$ cat config.mk
export PLATFORM = sky130hd
export DESIGN_NAME = pri_sel_nbit
export DESIGN_NICKNAME = d
export VERILOG_FILES = /design/src/rtl/pri_sel_nbit.sv
export SDC_FILE = /design/constraint.sdc
export NUM_CORES = 1
export LEC_CHECK = 0
export CAP_MARGIN = 20
export CELL_PAD_IN_SITES_DETAIL_PLACEMENT = 1
export CELL_PAD_IN_SITES_GLOBAL_PLACEMENT = 2
export CORE_UTILIZATION = 33
export CTS_BUF_LIST = sky130_fd_sc_hd__clkbuf_8
export DETAILED_ROUTE_END_ITERATION = 10
export PLACE_DENSITY = 0.87
export SLEW_MARGIN = 0
export SYNTH_ARGS = -nofsm -noshare
export SYNTH_HDL_FRONTEND = slang
export SYNTH_SLANG_ARGS = --single-unit
$ cat constraint.sdc
create_clock -name clk -period 5.1 [get_ports clk]
set_input_delay 0.51 -clock clk [delete_from_list [all_inputs] [get_ports clk]]
set_output_delay 0.51 -clock clk [all_outputs]
set_load 0.01 [all_outputs]
$ cat src/rtl/pri_sel_nbit.sv
// pri_sel_nbit: keeps only the highest-priority request codes by bitwise elimination
// (MSB first, one bit per cycle) and picks a round-robin winner among the survivors.
module pri_sel_nbit #(
  parameter int N = 16,
  parameter int P = 4,
  parameter int RR_EN = 1,
  localparam int C = $clog2(P)
) (
  input  logic         clk,
  input  logic         reset,
  input  logic [C-1:0] in_i [N],
  input  logic         update_i,
  input  logic         accept_i,
  output logic         busy_o,
  output logic [C-1:0] out_o [N],
  output logic [N-1:0] req_out_o,
  output logic [N-1:0] gnt_o,
  output logic         ready_o
);
  localparam int KW = C > 1 ? $clog2(C) : 1;
  localparam int PW = $clog2(N);
  localparam logic [C-1:0] TOP = C'(1) << (C - 1);

  typedef enum logic {IDLE, ELIM} state_t;

  state_t         state_q;
  logic [KW-1:0]  k_q;
  logic [PW-1:0]  ptr_q, win;
  logic [C-1:0]   data_q [N];
  logic [C-1:0]   elim_d [N];
  logic [C-1:0]   out_q [N];
  logic [N-1:0]   req_d, gnt_d, req_q, gnt_q;
  logic [C-1:0]   msk;
  logic           ready_q, any, last, found;

  assign last = k_q == KW'(C - 1);

  // A code survives if it has the current bit set, unless nobody does.
  always_comb begin
    msk = TOP >> k_q;
    any = 1'b0;
    for (int i = 0; i < N; i++) any = any | (|(data_q[i] & msk));
    for (int i = 0; i < N; i++) begin
      elim_d[i] = (any && !(|(data_q[i] & msk))) ? '0 : data_q[i];
      req_d[i] = |elim_d[i];
    end
  end

  always_comb begin
    gnt_d = '0;
    found = 1'b0;
    for (int o = 0; o < N; o++) begin
      if (!found && req_d[(int'(ptr_q) + o) % N]) begin
        gnt_d[(int'(ptr_q) + o) % N] = 1'b1;
        found = 1'b1;
      end
    end
  end

  always_comb begin
    win = '0;
    for (int i = 0; i < N; i++) if (gnt_q[i]) win = PW'(i);
  end

  always_ff @(posedge clk) begin
    if (!reset) begin
      state_q <= IDLE;
      k_q     <= '0;
      ptr_q   <= '0;
      data_q  <= '{default: '0};
      out_q   <= '{default: '0};
      req_q   <= '0;
      gnt_q   <= '0;
      ready_q <= 1'b0;
    end else begin
      ready_q <= 1'b0;
      if (state_q == IDLE) begin
        if (update_i) begin
          data_q  <= in_i;
          k_q     <= '0;
          state_q <= ELIM;
        end
      end else begin
        data_q <= elim_d;
        k_q    <= last ? '0 : k_q + 1'b1;
        if (last) begin
          state_q <= IDLE;
          out_q   <= elim_d;
          req_q   <= req_d;
          gnt_q   <= gnt_d;
          ready_q <= 1'b1;
        end
      end
      if (RR_EN != 0 && ready_q && accept_i && |gnt_q)
        ptr_q <= (win == PW'(N - 1)) ? '0 : win + 1'b1;
    end
  end

  assign busy_o    = state_q == ELIM;
  assign out_o     = out_q;
  assign req_out_o = req_q;
  assign gnt_o     = gnt_q;
  assign ready_o   = ready_q;
endmodule

# Yosys cells after proc, flatten, opt, wreduce, memory -nomap -nowiden
# Index checks and enable logic that the tools add are counted.
op_classes:
  n_mux: 151
  shifts: 1
  order_cmp: 32
  n_reduce_logical: 131
  n_eq_ne: 1
  n_addsub: 17
  bitwise_logic: 61
op_table:
  columns: ["op", "count"]
  rows:
  - ["two-way mux 16 bit", 16]
  - ["OR 16 bit", 15]
  - ["less-than comparator 5 x 6 -> 1 bit (second input constant)", 15]
  - ["greater-or-equal comparator 5 x 1 -> 1 bit (second input constant)", 15]
  - ["two-way mux 1 bit", 70]
  - ["binary-select mux 1 bit (select 4 bit)", 16]
  - ["demux 1 bit (select 4 bit)", 16]
  - ["two-way mux 32 bit", 2]
  - ["OR reduction 2 bit", 32]
  - ["two-way mux 4 bit", 15]
  - ["OR reduction 4 bit", 15]
  - ["logical AND 1 bit", 49]
  - ["adder 4 bit (second input constant)", 8]
  - ["AND 2 bit", 16]
  - ["two-way mux 2 bit", 16]
  - ["zero test 1 bit", 31]
  - ["adder 4 x 3 -> 4 bit (second input constant)", 4]
  - ["OR reduction 16 bit", 1]
  - ["AND 1 bit (first input constant)", 15]
  - ["OR 1 bit", 15]
  - ["adder 4 x 1 -> 4 bit (second input constant)", 2]
  - ["adder 4 x 2 -> 4 bit (second input constant)", 2]
  - ["less-than comparator 4 x 5 -> 1 bit (second input constant)", 1]
  - ["== test 4 bit (second input constant)", 1]
  - ["5 further kinds", 6]
totals:
  wordCells: 432
  out_inout_bits: 66
  input_bits: 36
  reg_bits: 103

# Longest topological paths before layout
# Gate-level depths: netlist of the first run.
logic_depth:
  depth_word: 69
  depth_mapped: 18
  ltp_nobuf: 15

# Worst setup path before layout of the first run
# Ideal clock, no wire load.
synth_timing:
  path_kind: "flip-flop to flip-flop"
  start: "reg ptr_q[1]"
  end: "reg gnt_q[2], in the netlist gnt_o[2]"
  t_required_ns: 5.026
  setup_slack_ns: 0.647
  synth_period_minus_slack_ns: 4.453
  stages_incl_launch_ff: 18
  t_arrival_ns: 4.378
  setup_time_ns: 0.074
  n_path_buf: 2
  cell_sequence: "dfxtp_1 -> clkbuf_1 -> inv_1 -> clkbuf_1 -> ha_1 -> nor2_1 -> nand2_1 -> a211oi_1 -> nor4_4 -> and3_1 -> or4_1 -> nor4_2 -> nand4_1 -> nor2_1 -> nand2_1 -> or3_1 -> and3_1 -> a31oi_1"
synth_between:
  elab_chain_len: 48
  word_cells_on_any_way: 248
  cone_classes: "15 x add/sub; 32 x order compare; 110 x mux; 30 x bitwise; 61 x reduce/logical"
synth_lines:
  columns: ["element", "line_no", "rtl"]
  rows:
  - ["start, declared", "28", "logic [PW-1:0] ptr_q, win;"]
  - ["start signal, assigned", "95", "ptr_q <= (win == PW'(N - 1)) ? '0 : win + 1'b1;"]
  - ["branches (longest 47 deep; another with less-than comparator 5 x 6 -> 1 bit)", null, null]
  - ["two-way mux 16 bit (*)", "53", "if (!found && req_d[(int'(ptr_q) + o) % N]) begin"]
  - ["end signal, assigned", "90", "gnt_q <= gnt_d;"]
  - ["end, declared", "32", "logic [N-1:0] req_d, gnt_d, req_q, gnt_q;"]
# Mark *: on every way between the ends. The select of a mux whose other input is x is not followed.
# A chain may end at the register's enable or synchronous reset.

# Worst setup path in the final report of the first run
layout_timing:
  start: "reg data_q[10] in the netlist's numbering"
  end: "reg gnt_q[15], in the netlist gnt_o[15]"
layout_between:
  elab_chain_len: 59
  word_cells_on_any_way: 180
  cone_classes: "94 x mux; 22 x bitwise; 64 x reduce/logical"
layout_lines:
  columns: ["element", "line_no", "rtl"]
  rows:
  - ["start, declared", "29", "logic [C-1:0] data_q [N];"]
  - ["start signal, assigned", "79", "data_q <= in_i;"]
  - ["start signal, assigned", "84", "data_q <= elim_d;"]
  - ["AND 2 bit", "42, 44", null]
  - ["OR reduction 2 bit", "42, 44", null]
  - ["OR 1 bit (6 in a row)", "42", "for (int i = 0; i < N; i++) any = any | (|(data_q[i] & msk));"]
  - ["logical AND 1 bit", "44", "elim_d[i] = (any && !(|(data_q[i] & msk))) ? '0 : data_q[i];"]
  - ["two-way mux 2 bit", "44", null]
  - ["OR reduction 2 bit", "45", "req_d[i] = |elim_d[i];"]
  - ["binary-select mux 1 bit (select 4 bit)", "53", null]
  - ["two-way mux 1 bit (not written as such)", "53", null]
  - ["[38 not listed]", null, null]
  - ["logical AND 1 bit", "53", null]
  - ["two-way mux 1 bit", "53", null]
  - ["zero test 1 bit", "53", null]
  - ["logical AND 1 bit", "53", null]
  - ["two-way mux 1 bit", "53", null]
  - ["zero test 1 bit", "53", null]
  - ["logical AND 1 bit", "53", null]
  - ["two-way mux 16 bit (*)", "53", null]
# Every way passes the cells marked *; elsewhere a longest branch is shown, timed or not. The select of a mux whose other input is x is not followed.

==> impl_metrics.json, run 1 <==
{
  "synth-seq-cells": 103,
  "grt_pass1_wl_um": 64200,
  "whs_endpoint": "out_o[1]$_SDFFE_PN0P_",
  "synthArstFlopShare": 0,
  "relSlewSlack": 0.399,
  "synthFlopType": "dfxtp_1",
  "grt_max_degree": 77,
  "fmax_mhz": 199,
  "die_area_mm2": 0.0265,
  "p_leak_uw": 0.00386,
  "p_sw_frac": 0.392,
  "final.setup.tns_ns": 0,
  "power_uw": 2210,
  "antenna_found_initial": 1,
  "required_ns": 5.41,
  "cts-buffers-inserted": 9,
  "vdd_drop_max_mv": 0.129,
  "post-route-worst-setup-slack_ns": 0.0707,
  "grt_pass1_vias": 10200,
  "p_per_area_mw_per_mm2": 200,
  "hold_path.class": "register to register",
  "synth_top_family_by_area": "compound AO/OA/AOI/OAI gates",
  "clk_latency_ns": 0.41,
  "port_buffers": 101,
  "synth_edf_count": 0,
  "grt_overflow": 0,
  "min_from": "out_o[1]$_SDFFE_PN0P_",
  "cp.arrival_ns": 5.34,
  "die_w_um": 163,
  "cts_tree": "done",
  "first_pass_iters": 7,
  "drt-total-wl_um": 42800,
  "io_pins": 102,
  "clock-sinks": 103,
  "status": "finished clean",
  "power_frac_comb": 0.355,
  "drt-initial-drc-count": 1124,
  "root_buffer": "clkbuf_8",
  "crit_type": "register to register",
  "ys_warn_count": 0,
  "clkPwrFrac": 0.252,
  "vias": 10600,
  "r2r_cells": 15,
  "worstSetupEndpointType": "register",
  "fillers": 3143,
  "cap_violations": 0,
  "critPathLaunchType": "register",
  "clock_skew_ns": 0.0251,
  "tightest_slew_ns": 0.893,
  "yosys.area_share.simple": 0.289,
  "gp_congestion": 1.02,
  "rr_endpoint": "gnt_o[15]$_SDFFE_PN0P_",
  "vias_per_cell": 6.28,
  "dp_slack_ns": -0.0797,
  "drcViolationCount": 0,
  "r2r-start": "data_q[10]$_SDFFE_PN0P_",
  "fin_nets": 1395,
  "synth_compound_area_frac": 0.344,
  "cp_max_fo": 11,
  "synthToLayoutAreaGrowth_pct": 29.5,
  "diodes": 0,
  "setup_viol_count_final": 0,
  "synth-xor-area-share": 0.0154,
  "seqPwrFrac": 0.393,
  "report.final.slew_viol_count": 0,
  "core-area_mm2": 0.0253,
  "final_antenna_net_count": 0,
  "synth.area.mux_share": 0.0359,
  "drive_above_1_share": 0.171,
  "wire_per_inst_um": 25.5,
  "synth_seq_area_share": 0.242,
  "avgSynthCellArea_um2": 7.28,
  "rows": 58,
  "hold_viol": 0,
  "gr-usage-all-layers": 0.321,
  "timing.final.crit_share": 0.986,
  "netlist_area_mm2": 0.00854,
  "rsz0062_at_grt": "true",
  "rrSetupSlack_ns": 0.07,
  "synthCells": 1173,
  "finalCoreUtilization": 0.438,
  "p_switching_uw": 864,
  "seq_area_mm2": 0.00206,
  "synthAdderAreaFrac": 0.0220,
  "multi_input_comb_area_mm2": 0.00616,
  "min_delay_path_depth": 2,
  "hpwl_um": 33600,
  "ys_types": 88,
  "internal_power_uw": 1340,
  "die_h_um": 163,
  "period_minus_slack_ns": 5.03,
  "path_clk_slew_ns": 0.13,
  "cts_max_level": 3,
  "initial_core_util": 0.338,
  "holdWs_ns": 0.472,
  "clockBufferDepth": 2,
  "syn-num-nets": 1224
}
power groups by stage:
stage	registers (µW)	logic, µW	clock network, µW
2_1_floorplan	876	404	0
3_3_place_gp	880	721	0
3_5_place_dp	881	726	0
4_1_cts	864	733	568
5_1_grt	869	825	595
6_report	866	783	557
cell families (layout without fill, tap and decap cells):
| family | Yosys count | count (layout) |
|---|---|---|
| adder cells (fa/ha/maj) | 15 | 15 |
| buffers and inverters | 110 | 286 |
| AO/OA/AOI/OAI | 390 | 390 |
| flip-flops | 103 | 103 |
| XOR/XNOR | 15 | 15 |
| AND/OR/NAND/NOR | 514 | 514 |
| multiplexers | 26 | 26 |
cells in the final DEF (no fill, tap or decap), types with 7 or more instances in the layout:
cell type,n
buf_4,141
inv_1,23
o22ai_1,9
a311oi_1,8
nand3_1,69
o21ai_0,56
or3_1,8
clkdlybuf4s50_1,100
o21ai_1,7
xnor2_1,12
clkbuf_8,9
a22oi_1,15
nand4_1,13
mux2_2,14
o211a_1,8
nor3_1,32
a32oi_1,7
ha_1,15
mux2i_1,9
o211ai_1,32
nor2b_1,15
nor2_1,82
a21boi_0,65
dfxtp_1,103
a211oi_1,14
nand2_1,196
nand2b_1,22
a31oi_1,28
a221oi_2,7
and2_1,10
and3_1,9
a21oi_1,42
nor4_1,20
worst max path at each step:
stage	startpoint	to	slack, ns	cells after the start
after floorplan	ptr_q[1]$_SDFFE_PN0P_	gnt_o[2]$_SDFFE_PN0P_	0.65	17
after global placement	data_q[10]$_SDFFE_PN0P_	gnt_o[15]$_SDFFE_PN0P_	-0.09	16
after detailed placement	data_q[10]$_SDFFE_PN0P_	gnt_o[15]$_SDFFE_PN0P_	-0.08	15
after CTS	data_q[10]$_SDFFE_PN0P_	gnt_o[15]$_SDFFE_PN0P_	0.02	16
after global routing	data_q[10]$_SDFFE_PN0P_	gnt_o[15]$_SDFFE_PN0P_	-0.04	16
final	data_q[10]$_SDFFE_PN0P_	gnt_o[15]$_SDFFE_PN0P_	0.07	15
synth_stat cells (4+ instances only):
cell type	count	area share
and2_1	11	0.0081
or3_1	8	0.0059
o211a_1	8	0.0094
a32oi_1	9	0.0092
nor3_1	32	0.019
o22ai_1	9	0.0066
nand2_1	197	0.087
a211oi_1	15	0.013
clkbuf_1	68	0.030
mux2_2	14	0.018
and3_1	9	0.0066
a311oi_1	9	0.0092
mux2i_1	9	0.011
o21a_1	6	0.0053
nand4_1	13	0.0095
a221oi_1	10	0.010
nor2_1	84	0.037
inv_1	23	0.010
a222oi_1	5	0.0059
a31oi_1	28	0.021
buf_1	5	0.0022
a2111oi_0	4	0.0041
o31ai_1	5	0.0044
o21ai_0	57	0.033
a221o_1	4	0.0047
xnor2_1	12	0.012
a21boi_0	65	0.057
ha_1	15	0.022
o2111ai_1	5	0.0051
o21ai_1	7	0.0041
a21oi_1	42	0.025
o211ai_1	32	0.028
nand2b_1	22	0.016
buf_2	7	0.0041
or2_2	4	0.0029
a22oi_1	15	0.013
o32ai_1	6	0.0062
dfxtp_1	103	0.24
nor4_1	23	0.017
o22a_1	4	0.0041
nor2b_1	16	0.012
nand3_1	70	0.041
or4_1	5	0.0044
metal layers:
layer,part of all wire,up-vias,wire [µm],track usage
li1,-,4753,-,-
met1,0.46,5263,19800,0.461
met2,0.43,456,18300,0.478
met3,0.077,77,3290,0.0588
met4,0.031,2,1340,0.103
met5,0.00030,-,13,0
flip-flops by register name (all words and copies together), names as in the netlist:
register   cells
data_q        32
out_o         32
req_out_o     16
k_q            1
busy_o         1
ready_o        1
ptr_q          4
gnt_o         16
worst max-delay path: stages, from the launching register on:
cell and delay [ns]:
dfxtp_1 0.33, or4_1 0.53, or4_4 0.59, buf_4 0.21
a221oi_4 0.37, o22ai_1 0.20, mux4_2 0.61, o211ai_4 0.38
nor4_2 0.11, buf_4 0.18, nand3_1 0.23, buf_4 0.20
nor2_1 0.06, a311oi_2 0.33, nand4_1 0.17, o41a_1 0.44
per-stage QoR:
stage          cells  area, µm²
6_report        1679      11100
5_1_grt         1679      11100
4_1_cts         1668      10800
3_5_place_dp    1652      10600
3_3_place_gp    1651      10600
2_1_floorplan   1173       8540
area by class of cell:
| class | count | area share |
|---|---|---|
| multi-input combinational | 960 | 0.557 |
| clock buffer | 9 | 0.0112 |
| clock inverter | 7 | 0.00827 |
| sequential | 103 | 0.187 |
| tap | 330 | 0.0374 |
| inverter | 25 | 0.00849 |
| timing repair buffer | 245 | 0.191 |
repair_timing:
item                                    CTS  global route
endpoints found under the setup margin    2            16
pin swaps                                 0             7
hold endpoints to repair                  0             0
setup buffers                             0            10
resized for setup                         3            21
hold buffers                              0             0
No activity file was read; power rests on OpenSTA's default activity.
==> run 2: changes to the inputs <==
Settings changed: CTS_CLUSTER_DIAMETER set to 50.
==> results of run 2 <==
Final layout, timing and power as in run 1 (identical DEF).
